[src/rtl/ahb_arbiter_if.sv]
// AHB arbitration bundle: request/lock/transfer-status inputs and grant/owner outputs.
// Latency: none (wires only).
// Backpressure: HREADY from the selected slave stalls owner updates inside the arbiter.
interface ahb_arbiter_if #(
  parameter int NUM_MASTERS = 4
);
  logic [NUM_MASTERS-1:0] HBUSREQx;
  logic [NUM_MASTERS-1:0] HLOCKx;
  logic [1:0]             HTRANS;
  logic [2:0]             HBURST;
  logic                   HREADY;
  logic [1:0]             HRESP;
  logic [15:0]            HSPLITx;
  logic [NUM_MASTERS-1:0] HGRANTx;
  logic [3:0]             HMASTER;
  logic                   HMASTLOCK;

  // Bus side: masters/slaves drive requests and transfer status, observe grant.
  modport master (
    output HBUSREQx, HLOCKx, HTRANS, HBURST, HREADY, HRESP, HSPLITx,
    input  HGRANTx, HMASTER, HMASTLOCK
  );

  // Arbiter side.
  modport slave (
    input  HBUSREQx, HLOCKx, HTRANS, HBURST, HREADY, HRESP, HSPLITx,
    output HGRANTx, HMASTER, HMASTLOCK
  );
endinterface

[src/rtl/ahb_arbiter.sv]
// Round-robin AHB bus arbiter with burst tracking, locked transfers and SPLIT masking.
// Latency: grant registered one edge after an arbitration point; HMASTER/HMASTLOCK one HREADY cycle later.
// Backpressure: HREADY=0 freezes beat counter, owner registers and suppresses arbitration.
module ahb_arbiter #(
  parameter int NUM_MASTERS    = 4,
  parameter int DEFAULT_MASTER = 0
) (
  input logic          HCLK,
  input logic          HRESETn,
  ahb_arbiter_if.slave bus
);

  localparam logic [1:0] TRANS_IDLE   = 2'b00;
  localparam logic [1:0] TRANS_NONSEQ = 2'b10;
  localparam logic [1:0] TRANS_SEQ    = 2'b11;
  localparam logic [2:0] BURST_INCR   = 3'b001;
  localparam logic [1:0] RESP_SPLIT   = 2'b11;
  localparam logic [3:0] DEF_IDX      = 4'(DEFAULT_MASTER);
  localparam logic [NUM_MASTERS-1:0] GRANT_RST = (NUM_MASTERS)'(1) << DEFAULT_MASTER;

  logic [NUM_MASTERS-1:0] grant_q;
  logic [NUM_MASTERS-1:0] split_mask;
  logic [NUM_MASTERS-1:0] mask_set;
  logic [NUM_MASTERS-1:0] mask_nxt;
  logic [NUM_MASTERS-1:0] eligible;
  logic [NUM_MASTERS-1:0] sel_onehot;
  logic [15:0]            req16;
  logic [15:0]            lock16;
  logic [15:0]            elig16;
  logic [3:0]             last_granted;
  logic [3:0]             sel_idx;
  logic [3:0]             beat_cnt;
  logic [3:0]             beat_nxt;
  logic [3:0]             hmaster_q;
  logic [4:0]             cand;
  logic                   found;
  logic                   hmastlock_q;
  logic                   arb_started;
  logic                   split_trig;
  logic                   lock_hold;
  logic                   burst_open;
  logic                   arb_pt_run;
  logic                   arb_pt;
  logic                   arb_go;
  logic                   unused_split;

  assign req16        = 16'(bus.HBUSREQx);
  assign lock16       = 16'(bus.HLOCKx);
  assign unused_split = ^bus.HSPLITx;

  // SPLIT is acted on in the second response cycle, when HREADY is high.
  assign split_trig = bus.HREADY && (bus.HRESP == RESP_SPLIT);

  // Master being split this cycle is excluded from selection alongside already-masked ones.
  always_comb begin
    mask_set = '0;
    for (int i = 0; i < NUM_MASTERS; i++) begin
      mask_set[i] = split_trig && (hmaster_q == 4'(i));
    end
  end

  assign eligible = bus.HBUSREQx & ~split_mask & ~mask_set;
  assign elig16   = 16'(eligible);

  // Round-robin search starting just after the last granted master; default if nobody eligible.
  always_comb begin
    sel_idx = DEF_IDX;
    found   = 1'b0;
    cand    = '0;
    for (int k = 1; k <= NUM_MASTERS; k++) begin
      cand = 5'(last_granted) + 5'(k);
      if (cand >= 5'(NUM_MASTERS)) cand = cand - 5'(NUM_MASTERS);
      if (!found && elig16[cand[3:0]]) begin
        sel_idx = cand[3:0];
        found   = 1'b1;
      end
    end
  end

  // One-hot decode of the selected index.
  always_comb begin
    sel_onehot = '0;
    for (int i = 0; i < NUM_MASTERS; i++) begin
      sel_onehot[i] = (sel_idx == 4'(i));
    end
  end

  // Lock hold keeps the bus with the current owner while it both locks and requests.
  assign lock_hold  = lock16[last_granted] && req16[last_granted];
  assign burst_open = (bus.HBURST[2:1] == 2'b00);

  assign arb_pt_run = bus.HREADY &&
                      ((bus.HTRANS == TRANS_IDLE) ||
                       ((bus.HTRANS == TRANS_NONSEQ) && burst_open) ||
                       ((bus.HTRANS == TRANS_SEQ) && (bus.HBURST == BURST_INCR)) ||
                       ((bus.HTRANS == TRANS_SEQ) && (beat_cnt == 4'd1)));

  // Out of reset the bus state is not trusted until an IDLE cycle has been seen.
  assign arb_pt = arb_started ? arb_pt_run : (bus.HREADY && (bus.HTRANS == TRANS_IDLE));
  assign arb_go = split_trig || (arb_pt && !lock_hold);

  // Remaining-beat count for fixed-length bursts.
  always_comb begin
    beat_nxt = beat_cnt;
    if (bus.HREADY && (bus.HTRANS == TRANS_NONSEQ)) begin
      case (bus.HBURST[2:1])
        2'b01:   beat_nxt = 4'd3;
        2'b10:   beat_nxt = 4'd7;
        2'b11:   beat_nxt = 4'd15;
        default: beat_nxt = 4'd0;
      endcase
    end else if (bus.HREADY && (bus.HTRANS == TRANS_SEQ) && (beat_cnt != 4'd0)) begin
      beat_nxt = beat_cnt - 4'd1;
    end
  end

  // Set wins over a simultaneous resume of the same master.
  assign mask_nxt = (split_mask & ~bus.HSPLITx[NUM_MASTERS-1:0]) | mask_set;

  // Grant register: moves only at (forced) arbitration points.
  always_ff @(posedge HCLK or negedge HRESETn) begin
    if (!HRESETn) begin
      grant_q      <= GRANT_RST;
      last_granted <= DEF_IDX;
      arb_started  <= 1'b0;
    end else if (arb_go) begin
      grant_q      <= sel_onehot;
      last_granted <= sel_idx;
      arb_started  <= 1'b1;
    end
  end

  // Burst beat tracking.
  always_ff @(posedge HCLK or negedge HRESETn) begin
    if (!HRESETn) beat_cnt <= '0;
    else          beat_cnt <= beat_nxt;
  end

  // Split mask maintenance.
  always_ff @(posedge HCLK or negedge HRESETn) begin
    if (!HRESETn) split_mask <= '0;
    else          split_mask <= mask_nxt;
  end

  // Address-phase owner and lock follow the grant whenever the bus advances.
  always_ff @(posedge HCLK or negedge HRESETn) begin
    if (!HRESETn) begin
      hmaster_q   <= DEF_IDX;
      hmastlock_q <= 1'b0;
    end else if (bus.HREADY) begin
      hmaster_q   <= last_granted;
      hmastlock_q <= lock16[last_granted];
    end
  end

  assign bus.HGRANTx   = grant_q;
  assign bus.HMASTER   = hmaster_q;
  assign bus.HMASTLOCK = hmastlock_q;

endmodule

[src/flat_wrapper.sv]
// flat-port wrapper written by rule: the top's interface ports become plain ports
module ahb_arbiter_flat 
#(
  parameter int NUM_MASTERS    = 4,
  parameter int DEFAULT_MASTER = 0
)
  (HCLK, HRESETn, bus_HBUSREQx, bus_HLOCKx, bus_HTRANS, bus_HBURST, bus_HREADY, bus_HRESP, bus_HSPLITx, bus_HGRANTx, bus_HMASTER, bus_HMASTLOCK);
  ahb_arbiter_if #(.NUM_MASTERS(NUM_MASTERS)) bus_i ();
  input logic HCLK;
  input logic HRESETn;
  input wire logic [$bits(bus_i.HBUSREQx)-1:0] bus_HBUSREQx;
  input wire logic [$bits(bus_i.HLOCKx)-1:0] bus_HLOCKx;
  input wire logic [$bits(bus_i.HTRANS)-1:0] bus_HTRANS;
  input wire logic [$bits(bus_i.HBURST)-1:0] bus_HBURST;
  input wire logic [$bits(bus_i.HREADY)-1:0] bus_HREADY;
  input wire logic [$bits(bus_i.HRESP)-1:0] bus_HRESP;
  input wire logic [$bits(bus_i.HSPLITx)-1:0] bus_HSPLITx;
  output wire logic [$bits(bus_i.HGRANTx)-1:0] bus_HGRANTx;
  output wire logic [$bits(bus_i.HMASTER)-1:0] bus_HMASTER;
  output wire logic [$bits(bus_i.HMASTLOCK)-1:0] bus_HMASTLOCK;
  assign bus_i.HBUSREQx = bus_HBUSREQx;
  assign bus_i.HLOCKx = bus_HLOCKx;
  assign bus_i.HTRANS = bus_HTRANS;
  assign bus_i.HBURST = bus_HBURST;
  assign bus_i.HREADY = bus_HREADY;
  assign bus_i.HRESP = bus_HRESP;
  assign bus_i.HSPLITx = bus_HSPLITx;
  assign bus_HGRANTx = bus_i.HGRANTx;
  assign bus_HMASTER = bus_i.HMASTER;
  assign bus_HMASTLOCK = bus_i.HMASTLOCK;
  ahb_arbiter #(.NUM_MASTERS(NUM_MASTERS), .DEFAULT_MASTER(DEFAULT_MASTER)) u_core (.HCLK(HCLK), .HRESETn(HRESETn), .bus(bus_i));
endmodule
[config.mk]
export PLATFORM = sky130hd
export DESIGN_NAME = ahb_arbiter_flat
export DESIGN_NICKNAME = d
export VERILOG_FILES = /design/src/rtl/ahb_arbiter_if.sv /design/src/rtl/ahb_arbiter.sv /design/src/flat_wrapper.sv
export SDC_FILE = /design/constraint.sdc
export NUM_CORES = 1
export LEC_CHECK = 0
export ABC_AREA = 1
export CAP_MARGIN = 20
export CORE_ASPECT_RATIO = 2
export CORE_MARGIN = 3
export CORE_UTILIZATION = 40
export CTS_CLUSTER_DIAMETER = 50
export DETAILED_ROUTE_END_ITERATION = 6
export GPL_ROUTABILITY_DRIVEN = 0
export PLACE_DENSITY_LB_ADDON = 0.05
export SLEW_MARGIN = 15
export SYNTH_ARGS = -nofsm -noshare
export SYNTH_HDL_FRONTEND = slang
export SYNTH_SLANG_ARGS = --single-unit
[constraint.sdc]
create_clock -name HCLK -period 3.03 [get_ports HCLK]
set_input_delay 0.909 -clock HCLK [delete_from_list [all_inputs] [get_ports HCLK]]
set_output_delay 0.909 -clock HCLK [all_outputs]
set_load 0.02 [all_outputs]
# Yosys cells after proc, flatten, opt, wreduce, memory -nomap -nowiden
# Index checks and enable logic that the tools add are counted.
# word_totals
regBits	22
input_bits	34
out_inout_bits	9
elab_cells	105
# classes
addsub	9
n_lt_le_gt_ge	9
n_eq_ne	14
mux	27
bitwise_logic	7
reduce_logical	32
# op_table
op	count
4-bit two-way mux	10
4-bit by 5-bit < comparator with 1-bit output, second input constant	5
1-bit binary-select mux with 4-bit select	6
5-bit by 3-bit greater-or-equal comparator with 1-bit output, second input constant	4
1-bit logical AND	18
4-bit by 2-bit == test with 1-bit output, second input constant	4
4-bit by 3-bit subtractor with 4-bit output, second input constant	4
4-bit bitwise AND	3
4-bit by 1-bit == test with 1-bit output, second input constant	3
4-bit NOT	3
4-bit case mux with 3 select lines	1
4-bit by 2-bit adder with 5-bit output, second input constant	2
2-bit == test, second input constant	5
1-bit two-way mux	10
4-bit logical NOT	2
4-bit by 1-bit adder with 5-bit output, second input constant	1
4-bit by 3-bit adder with 5-bit output, second input constant	1
1-bit logical NOT	4
2-bit logical NOT	2
1-bit logical OR	4
4-bit bitwise OR	1
4-bit nonzero test	1
4-bit by 1-bit subtractor with 4-bit output, second input constant	1
3-bit by 1-bit == test with 1-bit output, second input constant	1
2 further kinds	2

# Depth between registers and ports, before layout
# Gate-level depths: netlist of run 1.
# logic_depth
ltp_word	18
mapped_depth	24
ltp_nobuf	23

# Worst setup path before layout of run 1
# OpenSTA, ideal clock, no wires.
# synth_timing
path_kind	register to register
start	register u_core.last_granted[1]
end	register u_core.grant_q[1] (netlist: u_core.bus.HGRANTx[1])
arrival_time_ns	2.210
t_required_ns	2.914
setup_slack_ns	0.703
stages_incl_launch_ff	21
synth_period_minus_slack_ns	2.327
cell_sequence	dfrtp_1 buf_4 inv_1 ha_1 nand2_1 inv_1 o21ai_0 nand2_1 ha_1 nand2_1 nand2_1 nor2_1 nand2_1 nand2_1 nand2_1 nor2_2 nand4_1 nand3_1 nand2_2 nand2_1 nand2_1
# synth_via
elab_chain_len	16
elab_cells_between_ends	46
# synth_lines
element	line_no	source
from (decl)	ahb_arbiter.sv:30	logic [3:0] last_granted;
from (signal assigned)	ahb_arbiter.sv:128	last_granted <= sel_idx;
4-bit by 1-bit adder with 5-bit output	ahb_arbiter.sv:71	cand = 5'(last_granted) + 5'(k);
4-bit by 3-bit subtractor with 4-bit output / 5-bit by 3-bit greater-or-equal comparator with 1-bit output (equally long branches)	ahb_arbiter.sv:72	if (cand >= 5'(NUM_MASTERS)) cand = cand - 5'(NUM_MASTERS);
4-bit two-way mux	ahb_arbiter.sv:72	
1-bit binary-select mux with 4-bit select	ahb_arbiter.sv:73	if (!found && elig16[cand[3:0]]) begin
1-bit two-way mux (implied by the code)	ahb_arbiter.sv:73	
1-bit two-way mux	ahb_arbiter.sv:73	
1-bit logical NOT	ahb_arbiter.sv:73	
1-bit logical AND	ahb_arbiter.sv:73	
1-bit two-way mux	ahb_arbiter.sv:73	
1-bit logical NOT	ahb_arbiter.sv:73	
1-bit logical AND	ahb_arbiter.sv:73	
1-bit two-way mux	ahb_arbiter.sv:73	
1-bit logical NOT	ahb_arbiter.sv:73	
1-bit logical AND	ahb_arbiter.sv:73	
4-bit two-way mux	ahb_arbiter.sv:73	
4-bit by 1-bit == test with 1-bit output	ahb_arbiter.sv:84	sel_onehot[i] = (sel_idx == 4'(i));
to (signal assigned)	ahb_arbiter.sv:127	grant_q <= sel_onehot;
to (decl)	ahb_arbiter.sv:21	logic [NUM_MASTERS-1:0] grant_q;
# Parallel ways exist; a longest one is shown, timed or not. The select of a mux whose other input is x is not followed.
# A chain may end at the register's enable or synchronous reset.

# Final worst setup path of run 1
# layout_timing
start	register u_core.last_granted[1]
end	register u_core.grant_q[2] (netlist: u_core.bus.HGRANTx[2])
# layout_via
elab_chain_len	16
elab_cells_between_ends	46
# layout_lines
element	line_no
4-bit by 1-bit adder with 5-bit output	ahb_arbiter.sv:71
4-bit by 3-bit subtractor with 4-bit output / 5-bit by 3-bit greater-or-equal comparator with 1-bit output (equally long branches)	ahb_arbiter.sv:72
4-bit two-way mux	ahb_arbiter.sv:72
1-bit binary-select mux with 4-bit select	ahb_arbiter.sv:73
1-bit two-way mux (implied by the code)	ahb_arbiter.sv:73
1-bit two-way mux	ahb_arbiter.sv:73
1-bit logical NOT	ahb_arbiter.sv:73
1-bit logical AND	ahb_arbiter.sv:73
1-bit two-way mux	ahb_arbiter.sv:73
1-bit logical NOT	ahb_arbiter.sv:73
1-bit logical AND	ahb_arbiter.sv:73
1-bit two-way mux	ahb_arbiter.sv:73
1-bit logical NOT	ahb_arbiter.sv:73
1-bit logical AND	ahb_arbiter.sv:73
4-bit two-way mux	ahb_arbiter.sv:73
4-bit by 2-bit == test with 1-bit output	ahb_arbiter.sv:84
# Parallel ways exist; a longest one is shown, timed or not. The select of a mux whose other input is x is not followed.

==> impl_results.md, run 1 <==
* Total wire length at a little over 4 mm
* Final Setup Violations at 0
* Via count at approximately 1600
* Syn Area/Cell at roughly 7.2 um2
* CP max FO at 7
* Final instance area at 0.00216 mm2
* Crit path cell chain: buf_4 > ha_1 > nand2_1 > xor2_1 > inv_1 > ha_1 > nand2_1 > nand2_1 > nor2_1 > nand2_1 > nand2_1 > nand3_2 > nand2_1 > clkinv_1 > nand2_2 > nand2_1 > nand2_1 > nand2_1 > o21ai_1
* Status: finished clean
* Die Ht at approximately 98 um
* Slew @ Worst Pin at ~590 ps
* Layout cells sized above 1 at 10.2%
* Top cell by count, worst path: nand2_1
* CTS Buf Count at 3
* Commonest cells after routing, fill and taps aside: nand2_1 (57), inv_1 (34), clkdlybuf4s50_1 (30)
* FP Rows at 32
* Maximum buffer depth of the clock tree at 2
* Post-CTS Setup Inserts at 0
* Post-Synthesis Cell Area at 0.00170 mm2
* CTS Hold Bufs at 0
* Clock sink count at 22
* Synth area leaders: dfrtp_1 (31%), nand2_1 (13%), ha_1 (10%), inv_1 (7.5%), nand3_1 (7.4%)
* Seq/Total Area, Yosys at between 30% and 40%
* Synthesis Warnings at 0
* First-pass GRT wire length at slightly above 7 mm
* Final Net Count at 324
* Period Utilization, post-route at roughly 82%
* Detailed Place HPWL at around 3.5 mm
* Clk pin slew, worst setup/hold paths at 80 ps
* Clock skew at 4.62 ps
* Dpl ws at 250 ps
* Worst path max stage delay at 410 ps
* Total GRT Usage at approximately 18%
* Placed Instances at 322
* Slowest-stage cell, CP: dfrtp_1
* Root cell of the clock tree: clkbuf_8
* Crit Path Class: flop to flop
* Vias per std cell at ~4.8
* Syn nets at 285
* EDFF count, synth at 0
* Worst-Skew Late Latency at 260 ps
* Initial Utilization at 42.8%
* Avg WL per Cell at 12.7 um
* Cell Count, Final, Fillers Out at 326
* Maximum vdd drop at 0.480 mV
* Grt total ovfl at 0
* DRT iter0 DRCs at 32
* Setup crit end kind: flop
* Core ar. at 0.00396 mm2
* H-tree Lvls at 1
* F_max at 0.402 GHz
* Unrepaired setup endpoints after global routing: no
* Die Area at 0.00511 mm2
* Pwr dens at 815 mW/mm2
* Rel. slew slack at 60.4%
* Antenna violations before repair at 0
* Synthesis-to-layout area growth at 27.4%
* Gate Count Post-Synth at 237
* Crit path time final at 2490 ps
* Final hold violations at 0
* Max cap viols at 0
* Horiz. Die Dim at 52.1 um
* First-pass iteration count of the detailed router at 4
* Antenna-violating nets left at 0
* Cts repair resizes at 0
* Final worst slack at 542 ps
* Placed Area at around 0.0021 mm2
* Hold crit path type: flop to flop
* Yosys top cell by area: dfrtp_1
* Largest net degree at the start of global routing at 23
* DR DRC count at 0
* Count of pins over their slew limit at 0
* CTS tree: built
* CP required at 3220 ps
* Unique masters post-synth at 25
* IO Port Bufs at 30
* WP data arrival at 2670 ps
* Ys async rst share at 100%
* Setup TNS at 0 ps
* CP startpoint kind: flop
* P_leak at ~0.0011 uW
* Primary FF master, synth: dfrtp_1
* Number of antenna diodes at 0
* Most common cell after layout, fill and taps aside: nand2_1
* I/O pin count at 43
* Register bit count reported by yosys at 22
* Vias in the first global route at 1608
* Top cell type's share of synthesized area at a little under a third
## worst paths after layout
path | startpoint | to | slack (ps) | cells past startpoint
max | u_core.last_granted[1] | u_core.bus.HGRANTx[2] | 540 | 19
min | u_core.bus.HGRANTx[0] | u_core.bus.HGRANTx[0] | 470 | 2
max reg2reg | u_core.last_granted[1] | u_core.bus.HGRANTx[2] | 540 | 19
min reg2reg | u_core.bus.HGRANTx[0] | u_core.bus.HGRANTx[0] | 470 | 2
max in group asynchronous | HRESETn | u_core.bus.HGRANTx[0] | 1770 | 2
min in group asynchronous | HRESETn | u_core.bus.HGRANTx[1] | 990 | 2
## metal layers
metal / up-vias / share of wire (%) / wire length, um / track usage, %
met3: 2 / 2.1 / 86 / 2.14
met2: 15 / 59 / 2430 / 34.5
met4: 0 / 0.97 / 40 / 5.45
met1: 694 / 38 / 1570 / 20.5
li1: 839 / - / - / -
met5: - / 0 / 0 / 0
## worst max-delay path: cells and delay by family, from the launching register on
family	cells	cell delay (ps)
flip-flops	1	410
adder cells (fa/ha/maj)	2	430
AND/OR/NAND/NOR	12	940
buffers and inverters	3	340
AO/OA/AOI/OAI	1	150
XOR/XNOR	1	140
## sequential cells by signal, indices dropped and copies added, names as in the netlist
name,cells
u_core.beat_cnt,4
u_core.bus.HGRANTx,4
u_core.bus.HMASTER,4
u_core.last_granted,4
u_core.split_mask,4
u_core.arb_started,1
u_core.bus.HMASTLOCK,1
## where the power goes
part / internal (uW) / leakage (uW) / switching, uW
clock network: 176 / 0.0000357 / 97.8
logic: 414 / 0.000788 / 630
registers: 374 / 0.000279 / 69.7
## synthesized netlist by cell type, drive strengths merged, types with 2 or more instances
library cell and n:
nand3 33, o21ai 22, ha 14, buf 3
dfrtp 21, xor2 3, nand4 2, inv 35
a21oi 6, nor2 27, xnor2 2, a31oi 3
a221oi 2, nand2 60
## cell type report
type	instances	area [um2]
Timing Repair Buffer	37	353
Tap cell	51	63.8
Clock buffer	3	41.3
Sequential cell	22	552
Clock inverter	1	30.0
Multi-Input combinational cell	176	987
Inverter	36	135
Fill cell	399	1800
## per-stage QoR
stage	power, uW	hold slack, ps	util (%)
after floorplan	1200	422	-
after global placement	1490	464	52.7
after detailed placement	1500	458	52.7
after CTS	1790	478	54.5
after global routing	1950	511	54.5
final	1760	474	54.5
## logic make-up (layout without fill, tap and decap cells)
kind of cell	Yosys count	after routing	share of synthesized area, %
AOI/OAI and AO/OA	35	35	11.3
adders and majority gates	14	14	10.3
buffers and inverters	39	77	9.29
and+or+nand+nor	122	122	34.0
DFF	22	22	32.5
xor gates and xnor gates	5	5	2.58
No activity file was read; power rests on OpenSTA's default activity.
==> inputs of run 2 (changes only) <==
Clock period 3.03 ns to 2.5 ns, I/O delays scaled along.
==> run 2 against run 1 <==
  * Die area unchanged
  * Worst setup slack worse by 400 ps
  * Clock power shrank 7.3%
  * Wire length is 5.9% higher
  * Combinational power is 44% higher
  * Largest cell class unchanged
==> impl_results.md, run 2 (synthesis gave the netlist of run 1 again) <==
* Horiz. Die Dim at 52.1 um
* P_leak at 0.00117 uW
* DR DRC count at 0
* I/O pin count at 43
* Capture point of the worst reg-to-reg path: u_core.bus.HGRANTx[0]
* H-tree Lvls at 1
* Grt total ovfl at 0
* Synthesis-to-layout area growth at 39.7%
* Maximum buffer depth of the clock tree at 2
* Worst-Skew Late Latency at 260 ps
* IO Port Bufs at 30
* CP max FO at 6
* Placed Instances at 329
* FP Rows at 32
* Period Utilization, post-route at a little over nine tenths
* Setup crit end kind: flop
* Antenna-violating nets left at 0
* DRT iter0 DRCs at 34
* Worst path max stage delay at 470 ps
* Final Setup Violations at 0
* Slew @ Worst Pin at 710 ps
* Hold crit path type: flop to flop
* Final Net Count at 333
* Pwr dens at just under 1000 mW/mm2
* Detailed Place HPWL at about 3.6 mm
* Avg WL per Cell at 13.0 um
* Slowest-stage cell, CP: clkdlybuf4s50_1
* Vias in the first global route at ~1600
* CP endpoint: u_core.bus.HGRANTx[0]
* Core ar. at 0.00396 mm2
* Clock skew at 6.13 ps
* Most common cell after layout, fill and taps aside: nand2_1
* First-pass GRT wire length at 7.26 mm
* Vias per std cell at 4.89
* First-pass iteration count of the detailed router at 5
* Final hold violations at 0
* Crit path cell chain: clkdlybuf4s50_1 > nand2_2 > nor2_4 > buf_12 > nand3_4 > nand3_2 > nand3_2 > nand3_4 > buf_4 > buf_4 > nand3_2 > nand2_1 > nand2_2 > inv_1 > nand2_1 > nand2_1
* Rel. slew slack at 52.5%
* Critical path startpoint: bus_HRESP[1]
* Layout cells sized above 1 at between 20% and 30%
* Antenna violations before repair at 0
* Origin of the critical flop-to-flop path: u_core.last_granted[1]
* Count of pins over their slew limit at 0
* Final worst slack at 142 ps
* Maximum vdd drop at 0.780 mV
* R2R Setup Slk at 190 ps
* CP startpoint kind: primary input
* Die Area at 0.00511 mm2
* Reg2Reg Depth at 16
* Die Ht at between 90 and 100 um
* Status: finished clean
* Crit path time final at ~2400 ps
* Initial Utilization at 42.8%
* Clk pin slew, worst setup/hold paths at 70 ps
* Max cap viols at 0
* Root cell of the clock tree: clkbuf_8
* Via count at ~1600
* WP data arrival at 2560 ps
* CP required at 2710 ps
* Clock sink count at 22
* CTS tree: built
* Total wire length at 4.37 mm
* Dpl ws at -126 ps
* Largest net degree at the start of global routing at 23
* Number of antenna diodes at 0
* Total GRT Usage at 18.6%
* CTS Buf Count at 3
* Commonest cells after routing, fill and taps aside: nand2_1 (52), inv_1 (33), clkdlybuf4s50_1 (29)
* Crit Path Class: primary input to flop
* F_max at 0.424 GHz
* Cell Count, Final, Fillers Out at between 300 and 400
==> run 2: worst min-delay path by stage <==
stage	from	endpoint	slack, ps	cells after the start
floorplan	u_core.arb_started	u_core.arb_started	420	2
global placement	u_core.bus.HGRANTx[0]	u_core.bus.HGRANTx[0]	460	2
detailed placement	u_core.bus.HGRANTx[0]	u_core.bus.HGRANTx[0]	460	2
CTS	u_core.bus.HGRANTx[0]	u_core.bus.HGRANTx[0]	480	2
global route	u_core.bus.HGRANTx[0]	u_core.bus.HGRANTx[0]	490	2
finish	u_core.bus.HGRANTx[0]	u_core.bus.HGRANTx[0]	470	2
==> run 2: power by group <==
part	switching [uW]	total [uW]	internal, uW	leakage, uW
clock	113	254	140	0.0000288
sequential	91.7	548	456	0.000274
combinational	864	1500	631	0.000866
==> run 2: layout make-up <==
class / instances / area [um2]
fillers: 373 / 1590
multi-input cells: 176 / 1120
flip-flops and latches: 22 / 556
repair buffers: 46 / 439
inverters: 36 / 135
well taps: 51 / 63.8
clock buffers: 4 / 55.1
==> run 2: per-stage QoR <==
stage	util, %	hold slack (ps)	power [uW]	instance area, um2	TNS, ps
floorplan	-	422	1460	1700	0
global placement	54.1	462	1860	2140	-426
detailed placement	54.1	461	1880	2140	-556
CTS	55.5	477	2140	2200	0
global route	59.8	488	2520	2370	-57.3
finish	59.8	475	2300	2370	0
==> run 2: worst max-delay path: cells and delay by family <==
family	cells	cell delay, ps
simple gates	11	950
buf+inv	5	850
==> run 2: repair_timing <==
item,in CTS,in global routing
gates resized for setup,0,34
buffers inserted,0,2
setup endpoints to repair,0,6
hold buffers,0,0
==> run 2: routing by layer <==
metal	routed length, um	GRT usage (%)
met3	101	2.44
met1	1580	19.7
met4	102	6.06
met2	2590	35.4
met5	0	0
